File: config.mk
export PLATFORM = sky130hd
export DESIGN_NAME = adc_osr_reader_flat
export DESIGN_NICKNAME = d
export VERILOG_FILES = /design/src/rtl/adc_osr_reader_if.sv /design/src/rtl/adc_osr_reader.sv /design/src/flat_wrapper.sv
export SDC_FILE = /design/constraint.sdc
export NUM_CORES = 1
export LEC_CHECK = 0
export ABC_CLOCK_PERIOD_IN_PS = 7400
export CORE_ASPECT_RATIO = 1.2
export CORE_MARGIN = 5
export CORE_UTILIZATION = 50
export CTS_BUF_LIST = sky130_fd_sc_hd__clkbuf_16
export DETAILED_ROUTE_END_ITERATION = 10
export PLACE_DENSITY_LB_ADDON = 0.08
export SYNTH_ARGS = -nofsm -noshare
export SYNTH_HDL_FRONTEND = slang
export SYNTH_SLANG_ARGS = --single-unit
export TNS_END_PERCENT = 30
File: constraint.sdc
create_clock -name clk -period 7.4 [get_ports clk]
set_clock_uncertainty 0.1 [all_clocks]
set_input_delay 0.74 -clock clk [delete_from_list [all_inputs] [get_ports clk]]
set_output_delay 0.74 -clock clk [all_outputs]
set_load 0.1 [all_outputs]
File: src/rtl/adc_osr_reader_if.sv
// Readout handshake bundle between the oversampling reader and its consumer.
// The reader drives the head word and its valid flag, and the consumer answers with ready.
interface adc_osr_reader_if #(
   parameter int OUT_BITS = 16
);
   logic [OUT_BITS-1:0] data_out;
   logic                data_valid_out;
   logic                data_ready_in;

   modport master (
      output data_out,
      output data_valid_out,
      input  data_ready_in
   );

   modport slave (
      input  data_out,
      input  data_valid_out,
      output data_ready_in
   );
endinterface

File: src/rtl/adc_osr_reader.sv
// Receives SAR results on the conversion-finished strobe and accumulates N of them per frame.
// Each completed frame is decimated to a left-justified word and queued in a small show-ahead FIFO.
// Everything runs on the SAR core's clock; the strobe is treated as an ordinary enable.
module adc_osr_reader #(
   parameter int MATRIX_BITS = 12,
   parameter int OUT_BITS    = 16,
   parameter int FIFO_DEPTH  = 4
) (
   input  logic                   clk,
   input  logic                   rst_n,
   input  logic [MATRIX_BITS-1:0] result_in,
   input  logic                   conv_finished_strobe_in,
   input  logic [2:0]             osr_control_in,
   input  logic                   clear_in,
   adc_osr_reader_if.master       readout,
   output logic [2:0]             fifo_level_out,
   output logic                   overflow_out
);

   localparam int ACC_BITS = MATRIX_BITS + 8;
   localparam int PTR_BITS = $clog2(FIFO_DEPTH);
   localparam logic [2:0] FULL_LEVEL = 3'(FIFO_DEPTH);

   logic [ACC_BITS-1:0] acc_q, acc_d;
   logic [8:0]          cnt_q, cnt_d;
   logic [8:0]          osrN_q, osrN_d;
   logic [2:0]          osrK_q, osrK_d;

   logic [OUT_BITS-1:0] mem_q [FIFO_DEPTH];
   logic [PTR_BITS-1:0] wrPtr_q, wrPtr_d;
   logic [PTR_BITS-1:0] rdPtr_q, rdPtr_d;
   logic [2:0]          level_q, level_d;
   logic                overflow_q, overflow_d;

   logic                flush;
   logic                strobeOk;
   logic [8:0]          decN;
   logic [2:0]          decK;
   logic [8:0]          nEff;
   logic [2:0]          kEff;
   logic [ACC_BITS-1:0] accSum;
   logic [8:0]          cntInc;
   logic                frameDone;
   logic [OUT_BITS-1:0] frameWord;
   logic                fifoEmpty;
   logic                fifoFull;
   logic                pop;
   logic                push;
   logic                dropped;

   assign flush    = !rst_n || clear_in;
   assign strobeOk = conv_finished_strobe_in && !flush;

   // Translate the oversampling select into conversions-per-frame and the decimation shift.
   always_comb begin
      decN = 9'd1;
      decK = 3'd0;
      case (osr_control_in)
         3'd1: begin decN = 9'd4;   decK = 3'd1; end
         3'd2: begin decN = 9'd16;  decK = 3'd2; end
         3'd3: begin decN = 9'd64;  decK = 3'd3; end
         3'd4: begin decN = 9'd256; decK = 3'd4; end
         default: begin decN = 9'd1; decK = 3'd0; end
      endcase
   end

   // Frame accumulation: the first strobe of a frame uses the live select, later strobes the latched one.
   always_comb begin
      nEff      = (cnt_q == 9'd0) ? decN : osrN_q;
      kEff      = (cnt_q == 9'd0) ? decK : osrK_q;
      accSum    = acc_q + ACC_BITS'(result_in);
      cntInc    = cnt_q + 9'd1;
      frameDone = strobeOk && (cntInc == nEff);
      frameWord = OUT_BITS'((accSum >> kEff) << (3'd4 - kEff));
      acc_d     = acc_q;
      cnt_d     = cnt_q;
      osrN_d    = osrN_q;
      osrK_d    = osrK_q;
      if (strobeOk) begin
         osrN_d = nEff;
         osrK_d = kEff;
         if (cntInc == nEff) begin
            acc_d = '0;
            cnt_d = 9'd0;
         end else begin
            acc_d = accSum;
            cnt_d = cntInc;
         end
      end
   end

   // FIFO bookkeeping: a pop frees a slot in the same cycle, so a push into a full FIFO survives only alongside a pop.
   always_comb begin
      fifoEmpty  = (level_q == 3'd0);
      fifoFull   = (level_q == FULL_LEVEL);
      pop        = !fifoEmpty && readout.data_ready_in && !flush;
      push       = frameDone && (!fifoFull || pop);
      dropped    = frameDone && fifoFull && !pop;
      wrPtr_d    = push ? wrPtr_q + PTR_BITS'(1) : wrPtr_q;
      rdPtr_d    = pop ? rdPtr_q + PTR_BITS'(1) : rdPtr_q;
      overflow_d = overflow_q || dropped;
      case ({push, pop})
         2'b10:   level_d = level_q + 3'd1;
         2'b01:   level_d = level_q - 3'd1;
         default: level_d = level_q;
      endcase
   end

   // State registers; clear behaves exactly like reset and discards any strobe in the same cycle.
   always_ff @(posedge clk) begin
      if (flush) begin
         acc_q      <= '0;
         cnt_q      <= 9'd0;
         osrN_q     <= 9'd1;
         osrK_q     <= 3'd0;
         wrPtr_q    <= '0;
         rdPtr_q    <= '0;
         level_q    <= 3'd0;
         overflow_q <= 1'b0;
      end else begin
         acc_q      <= acc_d;
         cnt_q      <= cnt_d;
         osrN_q     <= osrN_d;
         osrK_q     <= osrK_d;
         wrPtr_q    <= wrPtr_d;
         rdPtr_q    <= rdPtr_d;
         level_q    <= level_d;
         overflow_q <= overflow_d;
      end
   end

   // FIFO storage needs no reset because the head is masked whenever the FIFO is empty.
   always_ff @(posedge clk) begin
      if (push) begin
         mem_q[wrPtr_q] <= frameWord;
      end
   end

   assign readout.data_valid_out = !fifoEmpty;
   assign readout.data_out       = fifoEmpty ? '0 : mem_q[rdPtr_q];
   assign fifo_level_out         = level_q;
   assign overflow_out           = overflow_q;

endmodule
File: src/flat_wrapper.sv
// flat-port wrapper written by rule: the top's interface ports become plain ports
module adc_osr_reader_flat 
#(
   parameter int MATRIX_BITS = 12,
   parameter int OUT_BITS    = 16,
   parameter int FIFO_DEPTH  = 4
)
  (clk, rst_n, result_in, conv_finished_strobe_in, osr_control_in, clear_in, fifo_level_out, overflow_out, readout_data_out, readout_data_valid_out, readout_data_ready_in);
  adc_osr_reader_if #(.OUT_BITS(OUT_BITS)) readout_i ();
  input  logic clk;
  input  logic rst_n;
  input  logic [MATRIX_BITS-1:0] result_in;
  input  logic conv_finished_strobe_in;
  input  logic [2:0] osr_control_in;
  input  logic clear_in;
  output logic [2:0] fifo_level_out;
  output logic overflow_out;
  output wire logic [$bits(readout_i.data_out)-1:0] readout_data_out;
  output wire logic [$bits(readout_i.data_valid_out)-1:0] readout_data_valid_out;
  input wire logic [$bits(readout_i.data_ready_in)-1:0] readout_data_ready_in;
  assign readout_data_out = readout_i.data_out;
  assign readout_data_valid_out = readout_i.data_valid_out;
  assign readout_i.data_ready_in = readout_data_ready_in;
  adc_osr_reader #(.MATRIX_BITS(MATRIX_BITS), .OUT_BITS(OUT_BITS), .FIFO_DEPTH(FIFO_DEPTH)) u_core (.clk(clk), .rst_n(rst_n), .result_in(result_in), .conv_finished_strobe_in(conv_finished_strobe_in), .osr_control_in(osr_control_in), .clear_in(clear_in), .readout(readout_i), .fifo_level_out(fifo_level_out), .overflow_out(overflow_out));
endmodule
==> impl_metrics.tcl <==
set metrics [dict create \
    synth-edff-count 64 \
    hold_violations 0 \
    place_hpwl_mm 11.85 \
    clock_sinks 115 \
    cts_resized 0 \
    crit_fanout 5 \
    p_switching_uw 545.1 \
    rsz0062_at_grt "no" \
    intPower_uw 1324 \
    layout-drive-gt1-share 0.09249 \
    core_um2 13700 \
    p_per_area_nw_per_um2 234.3 \
    die_h_um 139.1 \
    synth-main-ff-cell "edfxtp_1" \
    cp-end-kind "flip-flop" \
    grt_pass1_vias 5491 \
    drt_iter0_markers 347 \
    cap_violations 0 \
    core.rowCount 47 \
    drt_first_pass_iters 7 \
    h-tree-depth 4 \
    tns_ns 0 \
    drc 0 \
    nFillCells 1231 \
    async_reset_ff_frac 0 \
    post-place-ws_ns 2.295 \
    layout.nets 774 \
    tightest_slew_ns 1.083 \
    maxSlewHeadroom 0.2767 \
    gp_congestion 0.9051 \
    setup_viol 0 \
    finalCoreUtilization 0.5822 \
    max-vdd-ir-drop_uv 135.2 \
    root_buffer "clkbuf_16" \
    syn-num-nets 760 \
    p_sw_frac 0.2917 \
    cp-start-kind "input port" \
    num_antenna_cells 0 \
    antenna_found_initial 0 \
    worstPathArrival_ns 4.78 \
    ys_seq_area_frac 0.4236 \
    fmax_mhz 209.8 \
    setup_slack_ns 2.634 \
    io_pins 41 \
    pwr-share-seq 0.381 \
    outcome "completed" \
    syn_area_um2 6947 \
    syn_inst 719 \
    slew_viol_final 0 \
    seq_area_um2 2943 \
    crit_type "input port to flip-flop" \
    combPwrFrac 0.182 \
    cts_hold_buf 0 \
    fin_crit_sh 0.6440 \
    initial_utilization 0.5070 \
    postCtsSetupBuffers 0 \
    avgViaCountPerCell 6.106 \
    die_w_um 117.6 \
    cts_buffers 17 \
    final_cell_count_no_fill 917 \
    dr_total_vias 5599 \
    ys_seq_elements 115 \
    die-area_um2 16360 \
    yosysWarnings 0 \
    multiInputGateArea_um2 3742 \
    drtAntennaViolNets 0 \
    clk_pin_slew_ns 0.06 \
    area_delta_synth_final_pct 14.84 \
    p_clk_frac 0.437 \
    dpl.cell_count 885 \
    p_leak_uw 0.002846 \
    cts_tree "built" \
    synth.distinct_cells 68 \
    grt_pass1_wl_mm 27.75 \
    hp-class "flip-flop to flip-flop" \
    grt_use_total 0.2081 \
    detail_route.wl_per_cell_um 18.47 \
    cts_buffer_depth 2 \
    avgSynthCellArea_um2 9.662 \
    port_buffers 40 \
    grt_max_degree 47 \
    period_needed_ns 4.766 \
    cp_data_required_time_ns 7.42 \
    overflow 0 \
    insertion_delay_ns 0.42 \
    wl_mm 16.94 \
]
[layout make-up]
| type | instances | share of cell area |
|---|---|---|
| Clock buffer | 19 | 0.05960 |
| Clock inverter | 13 | 0.01506 |
| Inverter | 16 | 0.007528 |
| Multi-Input combinational cell | 540 | 0.4691 |
| Sequential cell | 115 | 0.3689 |
| Tap cell | 171 | 0.02682 |
| Timing Repair Buffer | 43 | 0.05301 |
[cells in the final DEF, fill, tap and decap left out, types with 10 or more instances in the layout]
cell and count:
mux4_2 20, edfxtp_1 64, xor2_1 13, and3_1 10, and2_1 30, mux2i_1 23
clkbuf_16 19, xnor2_1 19, dfxtp_1 51, nor2_1 55, a21oi_1 60, nand3_1 35
clkdlybuf4s50_1 40, inv_1 17, ha_1 19, o21ai_0 33, nor3_1 14, nand2_1 72
a31oi_1 14
[power by group through the flow]
stage                     clock network [µW]  logic [µW]  registers, µW
after detailed placement                   0         336            726
final                                    816         340            712
after global routing                     865         370            713
after global placement                     0         329            725
after floorplan                            0         250            726
after CTS                                828         338            712
[cell families after synthesis]
group,after synthesis,synth area share
AND/OR/NAND/NOR,257,0.1846
AO/OA/AOI/OAI,180,0.1628
flip-flops,115,0.4236
buffers and inverters,64,0.03764
multiplexers,50,0.1109
XOR/XNOR,32,0.04035
adder cells (fa/ha/maj),21,0.03999
[worst max-delay path, cell delays in order]
cell and delay (ns):
clkdlybuf4s50_1 0.40, ha_1 0.24, fa_1 0.42, a211oi_1 0.51, or3_1 0.28, a21oi_1 0.12
o32ai_1 0.50, a21oi_1 0.26, a2111oi_0 0.76, inv_1 0.09, a41oi_1 0.27, mux2i_1 0.18
[Yosys cell counts, drive strengths merged, types with 3 or more instances]
| library cell | count | area, µm² |
|---|---|---|
| o21ai | 34 | 170.2 |
| and4 | 4 | 35.03 |
| a211oi | 6 | 45.04 |
| mux4 | 20 | 450.4 |
| nor3b | 4 | 30.03 |
| clkbuf | 38 | 143.9 |
| a21o | 9 | 67.56 |
| a211o | 4 | 35.03 |
| a22oi | 6 | 45.04 |
| nor3 | 14 | 70.07 |
| ha | 19 | 237.7 |
| o22ai | 5 | 31.28 |
| and3 | 10 | 62.56 |
| nor2 | 55 | 206.5 |
| o21a | 5 | 37.54 |
| a311oi | 4 | 35.03 |
| xnor2 | 19 | 166.4 |
| nand3b | 3 | 22.52 |
| mux2i | 24 | 252.7 |
| a221oi | 5 | 43.79 |
| nand2b | 4 | 25.02 |
| and2 | 30 | 187.7 |
| inv | 16 | 60.06 |
| edfxtp | 64 | 1922 |
| a21oi | 60 | 300.3 |
| buf | 10 | 57.55 |
| dfxtp | 51 | 1021 |
| a31oi | 14 | 87.58 |
| nand4 | 5 | 31.28 |
| nor2b | 3 | 18.77 |
| nand2 | 72 | 270.3 |
| o211ai | 7 | 52.55 |
| or3 | 7 | 43.79 |
| mux2 | 6 | 67.56 |
| xor2 | 13 | 113.9 |
| nand3 | 36 | 185.2 |
[registers in the layout, indices dropped and copies added, names as in the netlist, named ones only]
| register | count |
|---|---|
| u_core.overflow_out | 1 |
| u_core.wrPtr_q | 2 |
| u_core.osrN_q | 9 |
| u_core.osrK_q | 3 |
| u_core.mem_q | 64 |
| u_core.cnt_q | 9 |
| u_core.rdPtr_q | 2 |
| u_core.fifo_level_out | 3 |
| u_core.acc_q | 20 |
[metrics by stage]
| stage | power, µW | cell area, µm² | hold WS (ns) |
|---|---|---|---|
| floorplan | 976.1 | 6947 | 0.3356 |
| global placement | 1055 | 7382 | 0.3435 |
| detailed placement | 1062 | 7382 | 0.3502 |
| CTS | 1878 | 7978 | 0.3580 |
| global route | 1949 | 7978 | 0.3820 |
| finish | 1869 | 7978 | 0.3561 |
[worst paths after layout]
check | startpoint | to | depth (start not counted) | slack, ns
min | u_core.acc_q[7]$_SDFFE_PP0P_ | u_core.acc_q[7]$_SDFFE_PP0P_ | 2 | 0.36
min reg2reg | u_core.acc_q[7]$_SDFFE_PP0P_ | u_core.acc_q[7]$_SDFFE_PP0P_ | 2 | 0.36
max reg2reg | u_core.cnt_q[0]$_SDFFE_PP0P_ | u_core.fifo_level_out[2]$_SDFFE_PP0P_ | 16 | 2.74
max | result_in[0] | u_core.mem_q[3][11]$_DFFE_PP_ | 12 | 2.63
[layer usage]
metal / track usage / vias to the layer above / wire (µm)
met4: 0.07428 / 0 / 326
met2: 0.3632 / 179 / 8727
met3: 0.05141 / 32 / 881
met5: 0 / - / 0
li1: - / 2706 / -
met1: 0.2488 / 2682 / 7004
Power figures use the tool's default switching activity.
